==> src/rtl/ne_fp_add_arb.sv <==
// ne_fp_add_arb: round-robin scheduler in front of one shared, pipelined
// multi-mode adder. Each request is tagged with its requester ID and tracked
// through the adder's fixed latency. Results are then returned in issue order
// through a credit-protected response FIFO.
module ne_fp_add_arb #(
    parameter int NREQ      = 4,
    parameter int BWA       = 40,
    parameter int BWZ       = 41,
    parameter int ADD_LAT   = 1,
    parameter int RSP_DEPTH = 4,
    parameter int IDW       = 2
) (
    input  logic                  clk,
    input  logic                  rst_n,
    input  logic [NREQ-1:0]       req_valid,
    output logic [NREQ-1:0]       req_ready,
    input  logic [NREQ*BWA-1:0]   req_a,
    input  logic [NREQ*BWA-1:0]   req_b,
    input  logic [NREQ*3-1:0]     req_mode,
    output logic [BWA-1:0]        add_a,
    output logic [BWA-1:0]        add_b,
    output logic [2:0]            add_mode,
    input  logic [BWZ-1:0]        add_z,
    output logic                  rsp_valid,
    input  logic                  rsp_ready,
    output logic [IDW-1:0]        rsp_id,
    output logic [BWZ-1:0]        rsp_z,
    output logic                  rsp_err,
    output logic                  busy
);

    localparam int AW = (RSP_DEPTH > 1) ? $clog2(RSP_DEPTH) : 1;
    localparam int CW = $clog2(RSP_DEPTH + ADD_LAT + 2) + 1;

    logic [IDW-1:0]               ptr;
    logic [IDW-1:0]               gnt;
    logic                         gnt_found;
    logic                         issue_ok;
    logic                         hs;
    logic [2:0]                   gmode;
    logic                         mode_ok;

    logic [ADD_LAT:0]             vld_pipe;
    logic [ADD_LAT:0]             err_pipe;
    logic [ADD_LAT:0][IDW-1:0]    id_pipe;
    logic [CW-1:0]                infl_cnt;

    logic [IDW-1:0]               mem_id  [RSP_DEPTH];
    logic [BWZ-1:0]               mem_z   [RSP_DEPTH];
    logic                         mem_err [RSP_DEPTH];
    logic [AW-1:0]                wr_ptr;
    logic [AW-1:0]                rd_ptr;
    logic [CW-1:0]                fifo_cnt;
    logic                         push;
    logic                         pop;

    // Round-robin search: first valid requester at or after the pointer
    always_comb begin
        gnt       = '0;
        gnt_found = 1'b0;
        for (int i = 0; i < NREQ; i++) begin
            if (!gnt_found && req_valid[(int'(ptr) + i) % NREQ]) begin
                gnt_found = 1'b1;
                gnt       = IDW'((int'(ptr) + i) % NREQ);
            end
        end
    end

    // Count operations still travelling through the adder
    always_comb begin
        infl_cnt = '0;
        for (int k = 0; k <= ADD_LAT; k++)
            infl_cnt = infl_cnt + CW'(vld_pipe[k]);
    end

    // Issue only when a slot is reserved in the FIFO for the eventual result,
    // so a response can never be dropped; nothing is accepted while in reset.
    assign issue_ok  = rst_n && ((fifo_cnt + infl_cnt) < CW'(RSP_DEPTH));
    assign hs        = gnt_found && issue_ok;
    assign req_ready = hs ? (NREQ'(1) << gnt) : '0;
    assign gmode     = req_mode[int'(gnt)*3 +: 3];
    assign mode_ok   = (gmode == 3'b100) || (gmode == 3'b010) || (gmode == 3'b001);

    // Registered adder operands and pointer advance on each handshake
    always_ff @(posedge clk) begin
        if (!rst_n) begin
            ptr      <= '0;
            add_a    <= '0;
            add_b    <= '0;
            add_mode <= 3'b000;
        end else begin
            // idle and illegal-mode cycles present mode 000 so the adder stays quiet
            add_mode <= (hs && mode_ok) ? gmode : 3'b000;
            if (hs) begin
                add_a <= req_a[int'(gnt)*BWA +: BWA];
                add_b <= req_b[int'(gnt)*BWA +: BWA];
                ptr   <= (int'(gnt) == NREQ-1) ? '0 : gnt + 1'b1;
            end
        end
    end

    // Tag pipeline: stage 0 lines up with the cycle the operands reach the adder
    always_ff @(posedge clk) begin
        if (!rst_n) begin
            vld_pipe <= '0;
            err_pipe <= '0;
            id_pipe  <= '0;
        end else begin
            vld_pipe[0] <= hs;
            err_pipe[0] <= hs && !mode_ok;
            id_pipe[0]  <= gnt;
            for (int k = 1; k <= ADD_LAT; k++) begin
                vld_pipe[k] <= vld_pipe[k-1];
                err_pipe[k] <= err_pipe[k-1];
                id_pipe[k]  <= id_pipe[k-1];
            end
        end
    end

    assign push = vld_pipe[ADD_LAT];
    assign pop  = rsp_valid && rsp_ready;

    // FIFO storage; an illegal-mode result is zeroed on capture
    always_ff @(posedge clk) begin
        if (push) begin
            mem_id[wr_ptr]  <= id_pipe[ADD_LAT];
            mem_z[wr_ptr]   <= err_pipe[ADD_LAT] ? '0 : add_z;
            mem_err[wr_ptr] <= err_pipe[ADD_LAT];
        end
    end

    // FIFO pointers and occupancy
    always_ff @(posedge clk) begin
        if (!rst_n) begin
            wr_ptr   <= '0;
            rd_ptr   <= '0;
            fifo_cnt <= '0;
        end else begin
            if (push)
                wr_ptr <= (wr_ptr == AW'(RSP_DEPTH-1)) ? '0 : wr_ptr + 1'b1;
            if (pop)
                rd_ptr <= (rd_ptr == AW'(RSP_DEPTH-1)) ? '0 : rd_ptr + 1'b1;
            case ({push, pop})
                2'b10:   fifo_cnt <= fifo_cnt + 1'b1;
                2'b01:   fifo_cnt <= fifo_cnt - 1'b1;
                default: fifo_cnt <= fifo_cnt;
            endcase
        end
    end

    assign rsp_valid = (fifo_cnt != '0);
    assign rsp_id    = mem_id[rd_ptr];
    assign rsp_z     = mem_z[rd_ptr];
    assign rsp_err   = mem_err[rd_ptr];
    assign busy      = (|vld_pipe) || rsp_valid;

    // The credit scheme must make an overflowing push unreachable
    a_no_push_full: assert property (@(posedge clk) disable iff (!rst_n)
                                     !(push && fifo_cnt == CW'(RSP_DEPTH)));

endmodule
==> config.mk <==
export PLATFORM = sky130hd
export DESIGN_NAME = ne_fp_add_arb
export DESIGN_NICKNAME = d
export VERILOG_FILES = /design/src/rtl/ne_fp_add_arb.sv
export SDC_FILE = /design/constraint.sdc
export NUM_CORES = 1
export LEC_CHECK = 0
export BUFFER_PORTS_ARGS = -buffer_cell sky130_fd_sc_hd__buf_2
export CORE_AREA = 2 2 197 199
export DETAILED_ROUTE_END_ITERATION = 7
export DIE_AREA = 0 0 199 201
export SLEW_MARGIN = 20
export SYNTH_ARGS = -nofsm -noshare
export SYNTH_HDL_FRONTEND = slang
export SYNTH_SLANG_ARGS = --single-unit
==> constraint.sdc <==
create_clock -name clk -period 7.15 [get_ports clk]
set_input_delay 0.3575 -clock clk [delete_from_list [all_inputs] [get_ports clk]]
set_output_delay 0.3575 -clock clk [all_outputs]
set_load 0.01 [all_outputs]
==> results.py <==
metrics = {
    "cts": {
        "clkTransAtPathRegs_ns": 0.06,
        "post_cts_resized": 0,
        "tritoncts": "yes",
        "cts.path.max_buffers": 3,
        "post_cts_buffers": 0,
        "cts.sinks": 279,
        "clk_latency_ns": 0.58,
        "cts-htree-levels": 1,
        "numCtsBuffers": 31,
        "cts-root-buf": "clkbuf_16",
        "ctsHoldBuffers": 0,
    },
    "critical_path": {
        "crit_arrival_ns": 3.48,
        "worstPathRequired_ns": 6.79,
        "crit_fanout": 69,
        "crit_path_end_kind": "output port",
        "worstSetupStartpointType": "flip-flop",
        "path_class": "flip-flop to output port",
    },
    "placed_design": {
        "gp_congestion": 1.082,
        "hpwl_um": 34670,
        "place_ws_ns": 3.689,
        "numPortBuffers": 512,
        "placed_cells": 2236,
    },
    "global_routing": {
        "grt_start_max_net_pins": 149,
        "grt_pass1_wl_um": 68890,
        "antenna_found_initial": 28,
        "grt_use_total_pct": 23.24,
        "grt-ovfl-total": 0,
        "first_global_vias": 10980,
    },
    "floorplanning": {
        "ioPinCount": 513,
        "coreArea_sq_um": 38110,
        "dieArea_sq_um": 40000,
        "dieWidth_um": 199,
        "die_h_um": 201,
        "num_rows": 72,
        "initial_core_util_pct": 33.98,
    },
    "routing": {
        "wl_met1_um": 19120,
        "wl_met3_um": 3658,
        "routed_wl_um": 47460,
        "vias": 11180,
        "route.met2.wl_um": 22740,
        "dr.max_layer_used": "met5",
        "viasPerCell": 4.844,
        "drc_errors": 0,
        "wl_per_cell_um": 20.56,
        "drtIter0Drc": 522,
        "ant_nets": 0,
        "dr.pass1.iters": 6,
    },
    "power": {
        "power_switching_mw": 2.347,
        "power_frac_comb_pct": 36.6,
        "leakage_nw": 7.375,
        "internal-power_mw": 3.965,
        "switching_share_pct": 37.18,
        "power_frac_seq_pct": 36.3,
        "clock_power_share_pct": 27.0,
        "vdd_drop_max_mv": 0.1809,
        "cellPowerDensity_nw_per_um2": 372.0,
        "fin_total_pwr_mw": 6.312,
    },
    "sta": {
        "clock-skew-final_ns": 0.01806,
        "report.final.hold_viol_count": 0,
        "max_freq_mhz": 260.5,
        "tightestPinTransition_ns": 1.051,
        "setup_tns_ns": 0,
        "grt_setup_unrepaired": "false",
        "relSlewSlack_pct": 29.94,
        "finalCritPeriodShare_pct": 53.70,
        "slew_violations": 0,
        "layout_min_cycle_time_ns": 3.839,
        "finalSetupViolations": 0,
        "finalWorstSetupSlack_ns": 3.311,
    },
    "synth": {
        "synth_area_sq_um": 12950,
        "synthTopCellsByArea": "edfxtp_1 (41%), dfxtp_1 (16%), nand2_1 (12%), mux4_2 (7.7%), nand3_1 (6.2%)",
        "netlist_instances": 1290,
        "ys_types": 42,
        "yosysWarnings": 0,
        "syn_area_per_cell_sq_um": 10.04,
        "synth_area_leader_cell": "edfxtp_1",
        "ys_seq_area_share_pct": 56.74,
        "synth.net_count": 1684,
        "synth_seq_cells": 279,
        "synth_top_cell_area_share_pct": 40.82,
    },
    "status": {
        "outcome": "completed",
    },
    "layout": {
        "final_cell_mix": "buf_2 (511), nand2_1 (411), edfxtp_1 (176)",
        "fillCellCount": 3822,
        "layout-drive-gt1-share_pct": 35.87,
        "stdcell_count": 2308,
        "regArea_sq_um": 7353,
        "finalNetCount": 2145,
        "multi_input_area_sq_um": 5112,
        "final_common_cell": "buf_2",
        "area_delta_synth_final_pct": 31.06,
    },
    "worst_hold_path": {
        "hold_path_class": "input pin to flip-flop",
    },
    "job": {
        "cap_violations": 0,
    },
}
critical path, stage by stage (launching register included):
cell and delay (ns):
dfxtp_1 0.43, and2_1 0.19, o221ai_2 0.10, and2_4 0.35
inv_4 0.65, buf_4 0.57, ha_1 0.25, and3_1 0.16
buf_2 0.13
registers in the layout, indices dropped and copies added (netlist names), named ones only:
register / flops
add_b: 40
add_mode: 3
add_a: 40
ptr: 2
mem_id: 8
mem_err: 4
fifo_cnt: 4
mem_z: 164
err_pipe: 2
vld_pipe: 2
wr_ptr: 2
rd_ptr: 2
id_pipe: 4
routing by layer:
layer  GRT usage (%)  up-vias
met5               0        -
met4           8.502       10
met3           6.569      105
met2           38.50      414
met1           28.80     5219
li1                -     5433
cell families after synthesis:
| group | count (synthesis) | synth area share [%] |
|---|---|---|
| flip-flops | 279 | 56.74 |
| multiplexers | 54 | 8.474 |
| AND/OR/NAND/NOR | 648 | 21.72 |
| adder cells (fa/ha/maj) | 14 | 1.411 |
| XOR/XNOR | 4 | 0.2706 |
| AO/OA/AOI/OAI | 181 | 7.450 |
| buffers and inverters | 110 | 3.933 |
path summary, 6_finish.rpt:
| path | from | to | slack, ns | cells past startpoint |
|---|---|---|---|---|
| setup / recovery | ptr[1] | req_ready[0] | 3.31 | 8 |
| setup reg to reg | ptr[1] | add_b[9] | 3.79 | 9 |
| hold / removal | req_a[115] | add_a[35] | 0.13 | 5 |
| hold reg to reg | id_pipe[0] | id_pipe[2] | 0.44 | 1 |
cell usage after synthesis, drive strengths merged:
cell type	number
o21ai	164
mux4	44
o221a	1
clkinv	1
edfxtp	176
nand3	161
a21oi	5
and3	5
nor2b	44
nand2	412
xnor2	3
or3	2
fa	1
a21boi	2
nand2b	2
or4	1
o31a	1
and2	14
a31oi	2
o22ai	1
xor2	1
mux2	2
ha	13
o21a	1
dfxtp	103
clkbuf	31
a21o	2
inv	13
mux2i	8
o221ai	1
nor2	3
nor3	4
a211oi	1
buf	65
final cells by class:
class | count | area share [%]
Sequential cell | 279 | 43.33
Multi-Input combinational cell | 901 | 30.13
Timing Repair Buffer | 524 | 15.72
Clock buffer | 40 | 5.065
Tap cell | 518 | 3.819
Clock inverter | 18 | 1.408
Inverter | 14 | 0.3244
Antenna cell | 14 | 0.2064
through the flow:
stage / util [%] / hold slack (ns) / cell area (sq um)
2_1_floorplan: - / 0.4119 / 12950
3_3_place_gp: 41.56 / 0.4145 / 15840
3_5_place_dp: 41.56 / 0.4308 / 15840
4_1_cts: 44.44 / 0.1022 / 16940
5_1_grt: 44.53 / 0.1443 / 16970
6_report: 44.53 / 0.1299 / 16970
power groups by stage:
stage	Sequential [mW]	Clock (mW)	Combinational, mW
final	2.29	1.71	2.31
after global routing	2.34	1.81	2.58
after CTS	2.30	1.75	2.35
after detailed placement	2.33	0	2.35
after global placement	2.32	0	2.33
after floorplan	2.30	0	1.45
Note: power is estimated with default switching activity, not from simulation.
